File: src/rtl/sequence_generator_pkg.sv
// Shared definitions for the serial pattern transmitter: FSM encodings and
// the default pattern width.
package sequence_generator_pkg;

    // Only three legal states; the fourth encoding is treated as IDLE.
    typedef enum logic [1:0] {
        ST_IDLE = 2'd0,
        ST_SEND = 2'd1,
        ST_GAP  = 2'd2
    } state_t;

    localparam int DEFAULT_MAX_LEN = 8;

endpackage : sequence_generator_pkg

File: src/rtl/sequence_generator.sv
// Serial pattern transmitter. A pattern, its length and a repeat count are
// accepted through start/ready, then shifted out MSB-first (bit len-1 first)
// one bit per clock, with optional idle gaps between passes. All outputs are
// registered: the next-state logic decides what the line carries next cycle
// and the output decode turns that decision into the registered values.
module sequence_generator
    import sequence_generator_pkg::*;
#(
    parameter int MAX_LEN = DEFAULT_MAX_LEN,
    parameter int LEN_W   = 4,
    parameter int CNT_W   = 4,
    parameter int GAP     = 0
) (
    input  logic               clk,
    input  logic               rst,
    input  logic               start,
    input  logic [MAX_LEN-1:0] pattern,
    input  logic [LEN_W-1:0]   len,
    input  logic [CNT_W-1:0]   repeat_cnt,
    input  logic               abort,
    output logic               ready,
    output logic               out,
    output logic               out_valid,
    output logic               done
);

    localparam int                GAP_W     = (GAP > 1) ? $clog2(GAP) : 1;
    localparam logic [LEN_W-1:0]  MAX_LEN_L = LEN_W'(MAX_LEN);
    localparam logic [GAP_W-1:0]  GAP_LAST  = (GAP > 0) ? GAP_W'(GAP - 1) : '0;

    // Lengths above the pattern width are sent as a full-width pattern.
    function automatic logic [LEN_W-1:0] clamp_len(input logic [LEN_W-1:0] l);
        return (l > MAX_LEN_L) ? MAX_LEN_L : l;
    endfunction

    // Bit select with a counter-width index; indices past the pattern read 0.
    function automatic logic pick_bit(input logic [MAX_LEN-1:0] p,
                                      input logic [LEN_W-1:0]   idx);
        logic b;
        b = 1'b0;
        for (int i = 0; i < MAX_LEN; i++) begin
            if (idx == LEN_W'(i)) b = p[i];
        end
        return b;
    endfunction

    state_t             state_q, state_nxt;
    logic [LEN_W-1:0]   bit_q, bit_nxt;     // index of the bit on the line
    logic [CNT_W-1:0]   pass_q, pass_nxt;   // passes still to go after this one
    logic [GAP_W-1:0]   gap_q, gap_nxt;     // idle cycles left in the gap
    logic [MAX_LEN-1:0] pat_q;
    logic [LEN_W-1:0]   len_q;
    logic               accept;
    logic               out_d, vld_d, done_d, rdy_d;

    // State, counters and registered outputs; data latches are not reset.
    always_ff @(posedge clk) begin
        if (rst) begin
            state_q   <= ST_IDLE;
            bit_q     <= '0;
            pass_q    <= '0;
            gap_q     <= '0;
            ready     <= 1'b1;
            out       <= 1'b0;
            out_valid <= 1'b0;
            done      <= 1'b0;
        end else begin
            state_q   <= state_nxt;
            bit_q     <= bit_nxt;
            pass_q    <= pass_nxt;
            gap_q     <= gap_nxt;
            ready     <= rdy_d;
            out       <= out_d;
            out_valid <= vld_d;
            done      <= done_d;
        end
    end

    // Job parameters are captured once at acceptance and held for the job.
    always_ff @(posedge clk) begin
        if (accept) begin
            pat_q <= pattern;
            len_q <= clamp_len(len);
        end
    end

    // Next-state and counter sequencing; abort overrides everything.
    always_comb begin
        state_nxt = state_q;
        bit_nxt   = bit_q;
        pass_nxt  = pass_q;
        gap_nxt   = gap_q;
        accept    = 1'b0;
        case (state_q)
            ST_IDLE: begin
                if (start && !abort && (len != '0)) begin
                    accept    = 1'b1;
                    state_nxt = ST_SEND;
                    bit_nxt   = clamp_len(len) - LEN_W'(1);
                    pass_nxt  = repeat_cnt;
                end
            end
            ST_SEND: begin
                if (bit_q != '0) begin
                    bit_nxt = bit_q - LEN_W'(1);
                end else if (pass_q != '0) begin
                    if (GAP > 0) begin
                        state_nxt = ST_GAP;
                        gap_nxt   = GAP_LAST;
                    end else begin
                        bit_nxt  = len_q - LEN_W'(1);
                        pass_nxt = pass_q - CNT_W'(1);
                    end
                end else begin
                    state_nxt = ST_IDLE;
                end
            end
            ST_GAP: begin
                if (gap_q == '0) begin
                    state_nxt = ST_SEND;
                    bit_nxt   = len_q - LEN_W'(1);
                    pass_nxt  = pass_q - CNT_W'(1);
                end else begin
                    gap_nxt = gap_q - GAP_W'(1);
                end
            end
            default: state_nxt = ST_IDLE;
        endcase
        if (abort) state_nxt = ST_IDLE;
    end

    // Output decode from the upcoming state; pattern comes straight from the
    // port on the accepting cycle since the latch updates on the same edge.
    always_comb begin
        out_d  = 1'b0;
        vld_d  = 1'b0;
        done_d = 1'b0;
        rdy_d  = 1'b0;
        case (state_nxt)
            ST_SEND: begin
                vld_d  = 1'b1;
                out_d  = pick_bit(accept ? pattern : pat_q, bit_nxt);
                done_d = (bit_nxt == '0) && (pass_nxt == '0);
            end
            ST_IDLE: rdy_d = 1'b1;
            default: ;
        endcase
    end

endmodule : sequence_generator
File: config.mk
export PLATFORM = sky130hd
export DESIGN_NAME = sequence_generator
export DESIGN_NICKNAME = d
export VERILOG_FILES = /design/src/rtl/sequence_generator_pkg.sv /design/src/rtl/sequence_generator.sv
export SDC_FILE = /design/constraint.sdc
export NUM_CORES = 1
export LEC_CHECK = 0
export ABC_AREA = 1
export BUFFER_PORTS_ARGS = -buffer_cell sky130_fd_sc_hd__buf_2
export CAP_MARGIN = 30
export CELL_PAD_IN_SITES_DETAIL_PLACEMENT = 1
export CELL_PAD_IN_SITES_GLOBAL_PLACEMENT = 1
export CORE_MARGIN = 4
export CORE_UTILIZATION = 40
export DETAILED_ROUTE_END_ITERATION = 8
export PLACE_DENSITY = 0.77
export SYNTH_ARGS = -nofsm -noshare
export SYNTH_HDL_FRONTEND = slang
export SYNTH_SLANG_ARGS = --single-unit
File: constraint.sdc
create_clock -name clk -period 2.11 [get_ports clk]
set_input_delay 0.1055 -clock clk [delete_from_list [all_inputs] [get_ports clk]]
set_output_delay 0.1055 -clock clk [all_outputs]
set_load 0.1 [all_outputs]
# After elaboration in Yosys (flattened, before gate mapping)
# Index checks and enable logic that the tools add are counted.
# Widths: inputs -> output; s select.
# word_totals
register_bits,27
in_bits,20
out_inout_bits,4
word_cells,70
# classes
addsub,5
n_lt_le_gt_ge,1
n_eq_ne,10
n_mux,31
n_bitwise,1
n_reduce_logical,12
# op_table
cell,n
$mux 4,9
$pmux 4 s3,2
$eq 4x3->1 const B,4
$sub 4x1->4 const B,4
$mux 1,13
$reduce_bool 4->1,3
$mux 2,5
$eq 4x2->1 const B,2
$logic_not 4->1,2
$mux 8,1
$pmux 2 s3,1
$eq 2x1->1 const B,2
$eq 4x1->1 const B,1
$gt 4x4->1 const B,1
$logic_not 2->1,2
$logic_and 1x1->1,3
$eq 2x2->1 const B,1
$reduce_or 2->1,1
$logic_not 1->1,1
$not 1->1,1
$sub 1x1->1 const B,1

# Longest topological paths before layout
# Gate-level depths: netlist of run 1.
# logic_depth
ltp_word,14
mapped_depth,14
ltp_nobuf,14

# Worst setup path before layout of run 1
# Ideal clock, no wire load.
# synth_timing
kind,register -> register
start,register bit_q[0]
end,register out
setup_ps,112
t_arrival_ps,1548
required_ps,1998
slack_ps,450
stages_incl_launch_ff,14
n_path_buf,0
period_less_slack_ps,1660
path_cell_list,dfxtp_1 > inv_1 > ha_1 > nand2_4 > nor2_8 > nand3_1 > nand3_1 > nand3_2 > nand2_2 > nand2_1 > nand3_1 > nand3_1 > nand2_1 > nor2_1
# synth_between
elab_chain_cells,12
word_cells_on_any_way,29
# synth_rtl
element,line_no,text
from (decl),sequence_generator.sv:48,"logic [LEN_W-1:0] bit_q, bit_nxt;"
from (signal assigned),sequence_generator.sv:69,bit_q <= bit_nxt;
$sub 4x1->4 (tied with other cells),sequence_generator.sv:105,bit_nxt = bit_q - LEN_W'(1);
$mux 4,sequence_generator.sv:104,if (bit_q != '0) begin
$pmux 4 s3,sequence_generator.sv:94,case (state_q)
$logic_not 4->1,sequence_generator.sv:42,if (idx == LEN_W'(i)) b = p[i];
$mux 1 (8 in series),sequence_generator.sv:42,
to (signal assigned),sequence_generator.sv:73,out <= out_d;
to (decl),sequence_generator.sv:22,"output logic out,"
# Several ways; a longest one is shown, not always the timed one.
# A chain may end at the register's enable or synchronous reset.

# Worst setup path after layout of run 1
# layout_timing
start,register pass_q[0]
end,register out
# layout_between
elab_chain_cells,13
word_cells_on_any_way,27
# layout_rtl
element,line_no,text
from (decl),sequence_generator.sv:49,"logic [CNT_W-1:0] pass_q, pass_nxt;"
from (signal assigned),sequence_generator.sv:70,pass_q <= pass_nxt;
$reduce_bool 4->1 (*),sequence_generator.sv:106,end else if (pass_q != '0) begin
$mux 4,sequence_generator.sv:106,
$mux 4,sequence_generator.sv:104,
$pmux 4 s3,sequence_generator.sv:94,
$logic_not 4->1,sequence_generator.sv:42,
$mux 1 (8 in series),sequence_generator.sv:42,
# Every way passes the cells marked *; elsewhere a longest branch is shown, timed or not.

==> results of run 1 <==
[worst max-delay path, stage by stage (launching register included)]
cell and delay (ns):
dfxtp_1 0.32, inv_1 0.10, ha_2 0.22, nand2_1 0.09, nor2_2 0.15, nand3_1 0.12, nand3_1 0.12, nand3_2 0.17
nand2_4 0.15, nand2_1 0.06, nand3_1 0.06, nand3_1 0.07, nand2_1 0.09, nor2_1 0.05
[logic make-up after synthesis]
group / after synthesis
and+or+nand+nor: 112
buffers and inverters: 47
AOI/OAI and AO/OA: 31
DFF: 26
xor gates and xnor gates: 5
adders and majority gates: 5
other: 1
[stage by stage]
step,hold WS (ns),std cells
2_1_floorplan,0.178,227
3_3_place_gp,0.324,299
3_5_place_dp,0.327,299
4_1_cts,0.0415,303
5_1_grt,0.0551,303
6_report,0.0470,303
[layer usage]
layer	part of all wire	up-vias	global-route usage
li1	-	762	-
met1	0.47	684	0.242
met2	0.48	30	0.283
met3	0.041	5	0.0194
met4	0.0086	0	0.0369
met5	0	-	0
[cell usage in the layout, fill, tap and decap left out, drive strengths merged]
cell type,Yosys,final
a21oi,10,10
a22oi,1,1
buf,3,25
clkbuf,0,4
conb,1,1
dfxtp,22,22
edfxtp,4,4
ha,5,5
inv,44,44
nand2,49,49
nand3,22,22
nand3b,1,1
nand4,2,2
nor2,29,29
nor3,3,3
o211ai,2,2
o21ai,17,17
o22ai,1,1
or2,6,6
xnor2,1,1
xor2,4,4
[power by group]
part | switching (mW) | internal, mW
sequential | 0.0274 | 0.559
combinational | 0.289 | 0.163
clock | 0.149 | 0.135
total | 0.465 | 0.857
[registers in the layout (all words and copies together) (netlist names)]
signal and flops:
state_q 2, out_valid 1, len_q 4, done 1, pass_q 4, bit_q 4
pat_q 8, out 1, ready 1
[final timing paths]
check                      to  slack, ns  cells after the start
max            out$_SDFF_PP0_       0.22                     13
min reg2reg  pat_q[0]$_DFF_P_       0.50                      2
min          pat_q[4]$_DFF_P_       0.05                      3
max reg2reg    out$_SDFF_PP0_       0.22                     13
[cell type report]
| type | instances | share of cell area |
|---|---|---|
| tap | 50 | 0.0333 |
| inverter | 44 | 0.0878 |
| multi-input combinational | 154 | 0.488 |
| clock buffer | 4 | 0.0240 |
| sequential | 26 | 0.298 |
| timing repair buffer | 25 | 0.0692 |
==> metrics.txt, run 1 <==
# TYPE chip_impl_metric gauge
chip_impl_info{name="outcome",value="completed"} 1
chip_impl_metric{name="synthArstFlopShare",unit=""} 0
chip_impl_metric{name="n_fill_cell",unit=""} 534
chip_impl_info{name="dominant_combinational_cell_family_by_area_after_synthesis",value="simple AND/OR/NAND/NOR gates"} 1
chip_impl_metric{name="ant_nets",unit=""} 0
chip_impl_metric{name="synth.lib_cells_used.distinct",unit=""} 35
chip_impl_metric{name="synth.yosys.warnings",unit=""} 0
chip_impl_metric{name="routed-via-count",unit=""} 1481
chip_impl_info{name="rr_startpoint",value="pass_q[0]$_SDFF_PP0_"} 1
chip_impl_info{name="cts_root_buffer",value="clkbuf_8"} 1
chip_impl_metric{name="static_leakage",unit="nW"} 0.933
chip_impl_metric{name="finish.net_count",unit=""} 279
chip_impl_metric{name="core_area",unit="mm²"} 0.00400
chip_impl_metric{name="placed_cell_area",unit="mm²"} 0.00182
chip_impl_metric{name="initialDrtViolationCount",unit=""} 66
chip_impl_metric{name="cp_data_arrival_time",unit="ns"} 2.06
chip_impl_metric{name="fp.dieArea",unit="mm²"} 0.00524
chip_impl_metric{name="start_util",unit=""} 0.414
chip_impl_metric{name="synth.top_cell.area_share",unit=""} 0.266
chip_impl_info{name="synth.most_common_cell",value="nand2_1"} 1
chip_impl_metric{name="irDropWorstVdd",unit="mV"} 0.365
chip_impl_metric{name="synth_edf_count",unit=""} 4
chip_impl_metric{name="worst_path_fanout_max",unit=""} 5
chip_impl_metric{name="worstSkewPairLatency",unit="ns"} 0.27
chip_impl_metric{name="route.detailed.drc",unit=""} 0
chip_impl_info{name="ys_top_cells_by_count",value="nand2_1, inv_1, nor2_1"} 1
chip_impl_metric{name="synth_compound_gate_area_share",unit=""} 0.122
chip_impl_metric{name="post-route-cell-area",unit="mm²"} 0.00188
chip_impl_metric{name="final_max_slew_viol_count",unit=""} 0
chip_impl_metric{name="synth.net_count",unit=""} 252
chip_impl_metric{name="yosys_register_bits",unit=""} 26
chip_impl_metric{name="wire_per_inst",unit="µm"} 13.0
chip_impl_metric{name="required_time_of_the_worst_setup_path",unit="ns"} 2.28
chip_impl_info{name="criticalPathCategory",value="flip-flop to flip-flop"} 1
chip_impl_metric{name="groute.usage.overall",unit=""} 0.172
chip_impl_metric{name="total_power_divided_by_cell_area",unit="mW/mm²"} 703
chip_impl_metric{name="synthesis.area_per_instance",unit="µm²"} 7.30
chip_impl_metric{name="drt-total-wl",unit="µm"} 3940
chip_impl_metric{name="dp_hpwl",unit="µm"} 3330
chip_impl_metric{name="fin_crit_sh",unit=""} 0.895
chip_impl_metric{name="multi_input_comb_area",unit="µm²"} 917
chip_impl_metric{name="num_io_pins",unit=""} 24
chip_impl_metric{name="drive_above_1_share",unit=""} 0.281
chip_impl_metric{name="tritoncts.num_buffers",unit=""} 3
chip_impl_metric{name="clockBufferDepth",unit=""} 2
chip_impl_metric{name="report.final.setup_viol",unit=""} 0
chip_impl_metric{name="first_global_vias",unit=""} 1487
chip_impl_metric{name="grt_overflow_total",unit=""} 0
chip_impl_metric{name="setup_ws",unit="ns"} 0.221
chip_impl_metric{name="detailedRoute.firstPassIterationCount",unit=""} 4
chip_impl_metric{name="xor_xnor_cell_area_share_of_the_yosys_netlist",unit=""} 0.0264
chip_impl_metric{name="syn-instance-count",unit=""} 227
chip_impl_metric{name="drv.max_cap_violation_count",unit=""} 0
chip_impl_metric{name="fmax",unit="GHz"} 0.529
chip_impl_metric{name="yosys.area_share.simple",unit=""} 0.357
chip_impl_info{name="tritoncts_clock_tree",value="built"} 1
chip_impl_info{name="yosys_most_used_dff",value="dfxtp_1"} 1
chip_impl_metric{name="worst_setup_timing_slack_at_the_placement_stage",unit="ns"} 0.123
chip_impl_metric{name="mux_share_of_post_synthesis_cell_area",unit=""} 0
chip_impl_metric{name="fin_crit",unit="ns"} 1.89
chip_impl_metric{name="cts_hold_repair.buffers",unit=""} 0
chip_impl_info{name="largest_area_contributor_in_the_netlist",value="dfxtp_1"} 1
chip_impl_metric{name="portbufs",unit=""} 23
chip_impl_info{name="worstSetupEndpointType",value="flip-flop"} 1
chip_impl_metric{name="worst_setup_skew_after_layout",unit="ns"} 0.00189
chip_impl_metric{name="die_h",unit="µm"} 72.4
chip_impl_info{name="synth_top_cells_by_area",value="dfxtp_1, nand2_1, inv_1"} 1
chip_impl_metric{name="post-route-util",unit=""} 0.470
chip_impl_metric{name="post_drt_via_cell_ratio",unit=""} 4.89
chip_impl_metric{name="h-tree-depth",unit=""} 1
chip_impl_metric{name="cts.repair_timing.setup_buffer_count",unit=""} 0
chip_impl_metric{name="core.rowCount",unit=""} 23
chip_impl_metric{name="n_diodes",unit=""} 0
chip_impl_metric{name="grt_antenna_before_repair",unit=""} 0
chip_impl_info{name="grt_setup_unrepaired",value="no"} 1
chip_impl_metric{name="grt_max_degree",unit=""} 15
chip_impl_info{name="setup.worst_path.start",value="pass_q[0]$_SDFF_PP0_"} 1
chip_impl_info{name="worstHoldPathType",value="input pin to flip-flop"} 1
chip_impl_metric{name="seqCellArea",unit="µm²"} 561
chip_impl_metric{name="grt_first_pass_wirelength",unit="µm"} 7180
chip_impl_metric{name="clkSlewWorstSetupHoldPaths",unit="ns"} 0.09
chip_impl_metric{name="die_width",unit="µm"} 72.4
chip_impl_metric{name="yosys.area_share.adder",unit=""} 0.0377
chip_impl_info{name="setup.worst_path.start_class",value="flip-flop"} 1
chip_impl_metric{name="power",unit="mW"} 1.32
chip_impl_metric{name="report.final.hold_viol_count",unit=""} 0
chip_impl_metric{name="fin_tns_setup",unit="ns"} 0
chip_impl_metric{name="gpl.final_weighted_congestion",unit=""} 0.888
chip_impl_metric{name="yosysSeqAreaShare",unit=""} 0.338
chip_impl_info{name="hold_path_startpoint",value="pattern[4]"} 1
chip_impl_metric{name="clock-sinks",unit=""} 26
chip_impl_metric{name="area_growth_syn_to_layout",unit="%"} 13.4
chip_impl_metric{name="cts-resized-gates",unit=""} 0
chip_impl_metric{name="synthesis.area",unit="mm²"} 0.00166
(Power assumes the default switching activity.)
==> run 2, diff against run 1 <==
Settings changed: CORE_UTILIZATION 40 to 35, HOLD_SLACK_MARGIN set to 0.03, PLACE_DENSITY 0.77 to 0.69, RECOVER_POWER set to 100.
==> run 2 against run 1 <==
Net effect: combinational power fell by 3%; critical path depth stayed put; total power grew 0.40%; maximum frequency shrank 1.5%; die area up 13%; first-iteration DRC count shrank 6.1%; largest power group unchanged.
==> metrics.txt, run 2 (same netlist as run 1, synthesis figures left out) <==
# TYPE chip_impl_metric gauge
chip_impl_info{name="outcome",value="completed"} 1
chip_impl_metric{name="groute.usage.overall",unit=""} 0.149
chip_impl_metric{name="fin_crit",unit="ns"} 1.92
chip_impl_metric{name="portbufs",unit=""} 23
chip_impl_metric{name="fin_crit_sh",unit=""} 0.909
chip_impl_metric{name="worst_setup_timing_slack_at_the_placement_stage",unit="ns"} 0.149
chip_impl_metric{name="die_width",unit="µm"} 76.8
chip_impl_metric{name="crit_path_max_incr_delay",unit="ns"} 0.31
chip_impl_metric{name="ant_nets",unit=""} 0
chip_impl_info{name="max_flop_register",value="pat_q"} 1
chip_impl_metric{name="static_leakage",unit="nW"} 0.927
chip_impl_metric{name="core.rowCount",unit=""} 24
chip_impl_metric{name="grt_overflow_total",unit=""} 0
chip_impl_metric{name="slew-limit-headroom",unit=""} 0.212
chip_impl_metric{name="clkSlewWorstSetupHoldPaths",unit="ns"} 0.09
chip_impl_info{name="tritoncts_clock_tree",value="built"} 1
chip_impl_metric{name="report.final.setup_viol",unit=""} 0
chip_impl_metric{name="total_power_divided_by_cell_area",unit="mW/mm²"} 709
chip_impl_metric{name="hold_depth",unit=""} 3
chip_impl_metric{name="worstSkewPairLatency",unit="ns"} 0.28
chip_impl_info{name="rr_startpoint",value="bit_q[1]$_SDFF_PP0_"} 1
chip_impl_metric{name="core_area",unit="mm²"} 0.00447
chip_impl_metric{name="num_io_pins",unit=""} 24
chip_impl_metric{name="wire_per_inst",unit="µm"} 13.5
chip_impl_info{name="criticalPathCategory",value="flip-flop to flip-flop"} 1
chip_impl_info{name="setup.worst_path.start_class",value="flip-flop"} 1
chip_impl_metric{name="reg2reg_slack",unit="ns"} 0.19
chip_impl_metric{name="drt-total-wl",unit="µm"} 4150
chip_impl_metric{name="fp.dieArea",unit="mm²"} 0.00590
chip_impl_info{name="grt_setup_unrepaired",value="no"} 1
chip_impl_metric{name="worst_path_fanout_max",unit=""} 8
chip_impl_metric{name="cts.repair_timing.setup_buffer_count",unit=""} 0
chip_impl_metric{name="area_growth_syn_to_layout",unit="%"} 12.8
chip_impl_metric{name="finish.net_count",unit=""} 281
chip_impl_info{name="layout.cells.most_common_list",value="nand2_1, inv_1, nor2_1"} 1
chip_impl_metric{name="clockBufferDepth",unit=""} 2
chip_impl_metric{name="grt_first_pass_wirelength",unit="µm"} 6980
chip_impl_info{name="cp_top_family",value="simple AND/OR/NAND/NOR gates"} 1
chip_impl_metric{name="gpl.final_weighted_congestion",unit=""} 0.835
chip_impl_metric{name="required_time_of_the_worst_setup_path",unit="ns"} 2.29
chip_impl_metric{name="h-tree-depth",unit=""} 1
chip_impl_metric{name="n_diodes",unit=""} 0
chip_impl_metric{name="route.detailed.drc",unit=""} 0
chip_impl_metric{name="irDropWorstVdd",unit="mV"} 0.323
chip_impl_metric{name="worstSetupPathDepth",unit=""} 13
chip_impl_info{name="hold_path_startpoint",value="pattern[3]"} 1
chip_impl_metric{name="worstPathBufferInverterCount",unit=""} 1
chip_impl_metric{name="grt_antenna_before_repair",unit=""} 0
chip_impl_metric{name="tritoncts.num_buffers",unit=""} 3
chip_impl_info{name="cp_common_cell",value="nand3_1"} 1
chip_impl_metric{name="final_max_slew_viol_count",unit=""} 0
chip_impl_metric{name="drv.max_cap_violation_count",unit=""} 0
chip_impl_metric{name="fin_tns_setup",unit="ns"} 0
chip_impl_metric{name="timing_worst_slew_pin_value",unit="ns"} 1.19
chip_impl_metric{name="initialDrtViolationCount",unit=""} 62
chip_impl_metric{name="dp_hpwl",unit="µm"} 3490
chip_impl_metric{name="die_h",unit="µm"} 76.8
chip_impl_metric{name="drive_above_1_share",unit=""} 0.235
chip_impl_metric{name="start_util",unit=""} 0.371
chip_impl_metric{name="clock-sinks",unit=""} 26
chip_impl_info{name="setup.worst_path.start",value="bit_q[1]$_SDFF_PP0_"} 1
chip_impl_metric{name="worst_setup_skew_after_layout",unit="ns"} 0.00222
chip_impl_metric{name="setup_ws",unit="ns"} 0.192
chip_impl_info{name="worstSetupEndpointType",value="flip-flop"} 1
chip_impl_info{name="worstHoldPathType",value="input pin to flip-flop"} 1
chip_impl_metric{name="fmax",unit="GHz"} 0.521
chip_impl_metric{name="routed-via-count",unit=""} 1490
chip_impl_metric{name="report.final.hold_viol_count",unit=""} 0
chip_impl_metric{name="first_global_vias",unit=""} 1484
chip_impl_info{name="cpMaxStageDelayCell",value="dfxtp_1"} 1
chip_impl_metric{name="largest_register_ffs",unit=""} 8
chip_impl_metric{name="post_drt_via_cell_ratio",unit=""} 4.85
chip_impl_info{name="layout_commonest_cell",value="nand2_1"} 1
chip_impl_metric{name="detailedRoute.firstPassIterationCount",unit=""} 4
chip_impl_metric{name="grt_max_degree",unit=""} 15
chip_impl_metric{name="r2r.worst_path.cells",unit=""} 13
chip_impl_metric{name="cp_data_arrival_time",unit="ns"} 2.10
chip_impl_info{name="worstPathCellList",value="inv_1 -> ha_1 -> nand2_4 -> nor2_8 -> nand3_1 -> nand3_1 -> nand3_2 -> nand2_2 -> nand2_1 -> nand3_1 -> nand3_1 -> nand2_1 -> nor2_1"} 1
chip_impl_info{name="cts_root_buffer",value="clkbuf_8"} 1
run 2: cell type report:
class	count	area, µm²
fill	584	2600
sequential	26	561
clock buffer	4	45.0
multi-input combinational	154	893
inverter	44	165
timing repair buffer	27	141
tap	52	65.1
run 2: worst register-to-register path, cell delays in order (launching register included):
cell and delay [ns]:
dfxtp_1 0.31, inv_1 0.13, ha_1 0.24, nand2_4 0.09
nor2_8 0.13, nand3_1 0.14, nand3_1 0.13, nand3_2 0.14
nand2_2 0.17, nand2_1 0.07, nand3_1 0.08, nand3_1 0.08
nand2_1 0.08, nor2_1 0.04
run 2: routing by layer:
metal | vias up | part of all wire | GRT usage
li1 | 766 | - | -
met1 | 699 | 0.46 | 0.183
met2 | 18 | 0.49 | 0.256
met5 | - | 0 | 0
met3 | 7 | 0.022 | 0.0211
met4 | 0 | 0.021 | 0.0670
run 2: power by group:
part / internal, mW / switching [mW]
Sequential: 0.559 / 0.0262
Combinational: 0.158 / 0.281
Clock: 0.136 / 0.167
Total: 0.853 / 0.475
run 2: worst paths after layout:
path	endpoint
setup / recovery	out$_SDFF_PP0_
hold / removal	pat_q[3]$_DFF_P_
setup reg to reg	out$_SDFF_PP0_
hold reg to reg	pat_q[0]$_DFF_P_
run 2: through the flow:
| step | util | std cells | hold WS [ns] | instance area, µm² | total power [mW] |
|---|---|---|---|---|---|
| 6_report | 0.418 | 307 | 0.0493 | 1870 | 1.33 |
| 4_1_cts | 0.422 | 307 | 0.0426 | 1890 | 1.36 |
| 5_1_grt | 0.418 | 307 | 0.0627 | 1870 | 1.43 |
| 3_5_place_dp | 0.410 | 302 | 0.326 | 1830 | 1.05 |
| 2_1_floorplan | - | 227 | 0.178 | 1660 | 0.939 |
| 3_3_place_gp | 0.410 | 302 | 0.325 | 1830 | 1.04 |
run 2: what timing repair did:
item / 4_1_cts / 5_1_grt
endpoints found under the setup margin: 0 / 2
hold buffers: 1 / 0
hold endpoints to repair: 1 / 0
resized for setup: 0 / 4
==> run 3, diff against run 2 <==
Settings changed: CTS_CLUSTER_SIZE set to 8, SLEW_MARGIN set to 20.
Clock period 2.11 ns to 2.5 ns, I/O delays scaled along.
==> run 3 against run 2 <==
Net effect: register-to-register slack improved by 0.19 ns; sequential cell count did not move; first-iteration DRC count grew 4.8%; maximum frequency decreased by 9.5%; clock power is 7.6% lower; worst setup slack better by 0.19 ns; total power down 15%; non-clock buffer count decreased by 2; clock skew hardly changed; core utilization fell by 1.1 points; largest power group unchanged.
==> metrics.txt, run 3 (same netlist as run 1, synthesis figures left out) <==
# TYPE chip_impl_metric gauge
chip_impl_info{name="outcome",value="completed"} 1
chip_impl_metric{name="static_leakage",unit="nW"} 0.906
chip_impl_metric{name="clockBufferDepth",unit=""} 2
chip_impl_metric{name="initialDrtViolationCount",unit=""} 65
chip_impl_info{name="grt_setup_unrepaired",value="no"} 1
chip_impl_metric{name="worstPathBufferInverterCount",unit=""} 2
chip_impl_metric{name="clkSlewWorstSetupHoldPaths",unit="ns"} 0.09
chip_impl_metric{name="total_power_divided_by_cell_area",unit="mW/mm²"} 622
chip_impl_metric{name="drt-total-wl",unit="µm"} 4140
chip_impl_metric{name="die_width",unit="µm"} 76.8
chip_impl_metric{name="multi_input_comb_area",unit="µm²"} 856
chip_impl_metric{name="n_fill_cell",unit=""} 587
chip_impl_info{name="layout_commonest_cell",value="nand2_1"} 1
chip_impl_metric{name="routed-via-count",unit=""} 1470
chip_impl_metric{name="post_drt_via_cell_ratio",unit=""} 4.82
chip_impl_metric{name="post-route-cell-area",unit="mm²"} 0.00182
chip_impl_info{name="tritoncts_clock_tree",value="built"} 1
chip_impl_metric{name="gpl.final_weighted_congestion",unit=""} 0.788
chip_impl_metric{name="core.rowCount",unit=""} 24
chip_impl_metric{name="setup_ws",unit="ns"} 0.381
chip_impl_metric{name="route.layer.met1.wl",unit="µm"} 2010
chip_impl_metric{name="num_io_pins",unit=""} 24
chip_impl_metric{name="cp_data_arrival_time",unit="ns"} 2.30
chip_impl_metric{name="fin_tns_setup",unit="ns"} 0
chip_impl_metric{name="worst_setup_skew_after_layout",unit="ns"} 0.00265
chip_impl_metric{name="detailedRoute.firstPassIterationCount",unit=""} 4
chip_impl_metric{name="route.detailed.drc",unit=""} 0
chip_impl_info{name="topRoutingLayerUsed",value="met4"} 1
chip_impl_metric{name="grt_max_degree",unit=""} 15
chip_impl_metric{name="placed_cell_area",unit="mm²"} 0.00183
chip_impl_metric{name="worst_path_fanout_max",unit=""} 8
chip_impl_info{name="criticalPathCategory",value="flip-flop to flip-flop"} 1
chip_impl_metric{name="fin_crit",unit="ns"} 2.12
chip_impl_metric{name="fp.dieArea",unit="mm²"} 0.00590
chip_impl_metric{name="drive_above_1_share",unit=""} 0.202
chip_impl_metric{name="dpl.cell_count",unit=""} 301
chip_impl_info{name="worstHoldPathType",value="input pin to flip-flop"} 1
chip_impl_metric{name="crit_path_max_incr_delay",unit="ns"} 0.42
chip_impl_metric{name="portbufs",unit=""} 23
chip_impl_metric{name="report.final.setup_viol",unit=""} 0
chip_impl_metric{name="seqCellArea",unit="µm²"} 561
chip_impl_metric{name="drv.max_cap_violation_count",unit=""} 0
chip_impl_metric{name="required_time_of_the_worst_setup_path",unit="ns"} 2.68
chip_impl_metric{name="groute.usage.overall",unit=""} 0.152
chip_impl_metric{name="largest_register_ffs",unit=""} 8
chip_impl_info{name="layout.cells.most_common_list",value="nand2_1, inv_1, nor2_1"} 1
chip_impl_metric{name="grt_antenna_before_repair",unit=""} 0
chip_impl_metric{name="power",unit="mW"} 1.13
chip_impl_metric{name="wire_per_inst",unit="µm"} 13.6
chip_impl_metric{name="fin_crit_sh",unit=""} 0.848
chip_impl_metric{name="area_growth_syn_to_layout",unit="%"} 9.89
chip_impl_info{name="cpMaxStageDelayCell",value="dfxtp_1"} 1
chip_impl_info{name="cts_root_buffer",value="clkbuf_8"} 1
chip_impl_metric{name="irDropWorstVdd",unit="mV"} 0.280
chip_impl_metric{name="final_max_slew_viol_count",unit=""} 0
chip_impl_info{name="worstPathCellList",value="nor2_4 -> inv_2 -> nor2_1 -> clkbuf_1 -> nand2_1 -> o21ai_0 -> a21oi_1 -> nand2_1 -> nor2_1 -> nand2_1 -> nor2_1"} 1
chip_impl_metric{name="ant_nets",unit=""} 0
chip_impl_metric{name="timing_worst_slew_pin_value",unit="ns"} 1.17
chip_impl_metric{name="met3_wirelength",unit="µm"} 79
chip_impl_metric{name="dp_hpwl",unit="µm"} 3480
chip_impl_metric{name="wl_met2",unit="µm"} 2020
chip_impl_metric{name="die_h",unit="µm"} 76.8
chip_impl_metric{name="slew-limit-headroom",unit=""} 0.220
chip_impl_metric{name="cts_hold_repair.buffers",unit=""} 0
chip_impl_metric{name="tritoncts.num_buffers",unit=""} 3
chip_impl_info{name="max_flop_register",value="pat_q"} 1
chip_impl_metric{name="worstSkewPairLatency",unit="ns"} 0.27
chip_impl_metric{name="cts.repair_timing.setup_buffer_count",unit=""} 0
chip_impl_metric{name="grt_overflow_total",unit=""} 0
chip_impl_metric{name="h-tree-depth",unit=""} 1
chip_impl_metric{name="cts-resized-gates",unit=""} 0
chip_impl_metric{name="worst_setup_timing_slack_at_the_placement_stage",unit="ns"} 0.525
chip_impl_metric{name="finish.net_count",unit=""} 279
chip_impl_metric{name="grt_first_pass_wirelength",unit="µm"} 7270
chip_impl_metric{name="report.final.hold_viol_count",unit=""} 0
chip_impl_metric{name="first_global_vias",unit=""} 1531
chip_impl_metric{name="start_util",unit=""} 0.371
chip_impl_metric{name="core_area",unit="mm²"} 0.00447
chip_impl_metric{name="clock-sinks",unit=""} 26
chip_impl_info{name="setup.worst_path.start_class",value="flip-flop"} 1
chip_impl_metric{name="fin_cells",unit=""} 305
chip_impl_metric{name="fmax",unit="GHz"} 0.472
chip_impl_info{name="cp_top_family",value="simple AND/OR/NAND/NOR gates"} 1
chip_impl_metric{name="n_diodes",unit=""} 0
chip_impl_info{name="worstSetupEndpointType",value="flip-flop"} 1
==> run 3: cell types whose count changed in the layout (fill, tap and decap cells not counted), sizes merged <==
cell / change
dlygate4sd3: -1
buf: -2
clkbuf: +1
==> run 3: routing by layer <==
layer / vias up / GRT usage
li1: 766 / -
met1: 686 / 0.197
met2: 14 / 0.266
met3: 4 / 0.0234
met4: 0 / 0.0326
met5: - / 0
==> run 3: worst paths after layout <==
kind | slack (ns) | cells after the start | endpoint | start
setup reg to reg | 0.38 | 11 | done$_SDFF_PP0_ | state_q[0]$_SDFF_PP0_
hold / removal | 0.1 | 3 | pat_q[3]$_DFF_P_ | pattern[3]
hold reg to reg | 0.48 | 2 | pat_q[0]$_DFF_P_ | pat_q[0]$_DFF_P_
setup / recovery | 0.38 | 11 | done$_SDFF_PP0_ | state_q[0]$_SDFF_PP0_
==> run 3: power breakdown <==
group          internal [mW]  switching [mW]  total [mW]
logic                  0.125           0.234       0.359
registers              0.472          0.0227       0.495
clock network          0.141           0.139       0.280
total                  0.738           0.396        1.13
==> run 3: per-stage QoR <==
step / hold WS, ns / util
3_5_place_dp: 0.350 / 0.408
2_1_floorplan: 0.197 / -
3_3_place_gp: 0.354 / 0.408
6_report: 0.0959 / 0.407
5_1_grt: 0.114 / 0.407
4_1_cts: 0.0635 / 0.420
==> run 3: final cells by class <==
cell class	count	share of cell area
Inverter	44	0.0907
Clock buffer	4	0.0302
Multi-Input combinational cell	154	0.470
Timing Repair Buffer	25	0.0659
Tap cell	52	0.0357
Sequential cell	26	0.308
==> run 3: tightest hold or removal path, cell delays in order <==
cell and delay (ns):
buf_2 0.07, o21ai_1 0.09, inv_1 0.06
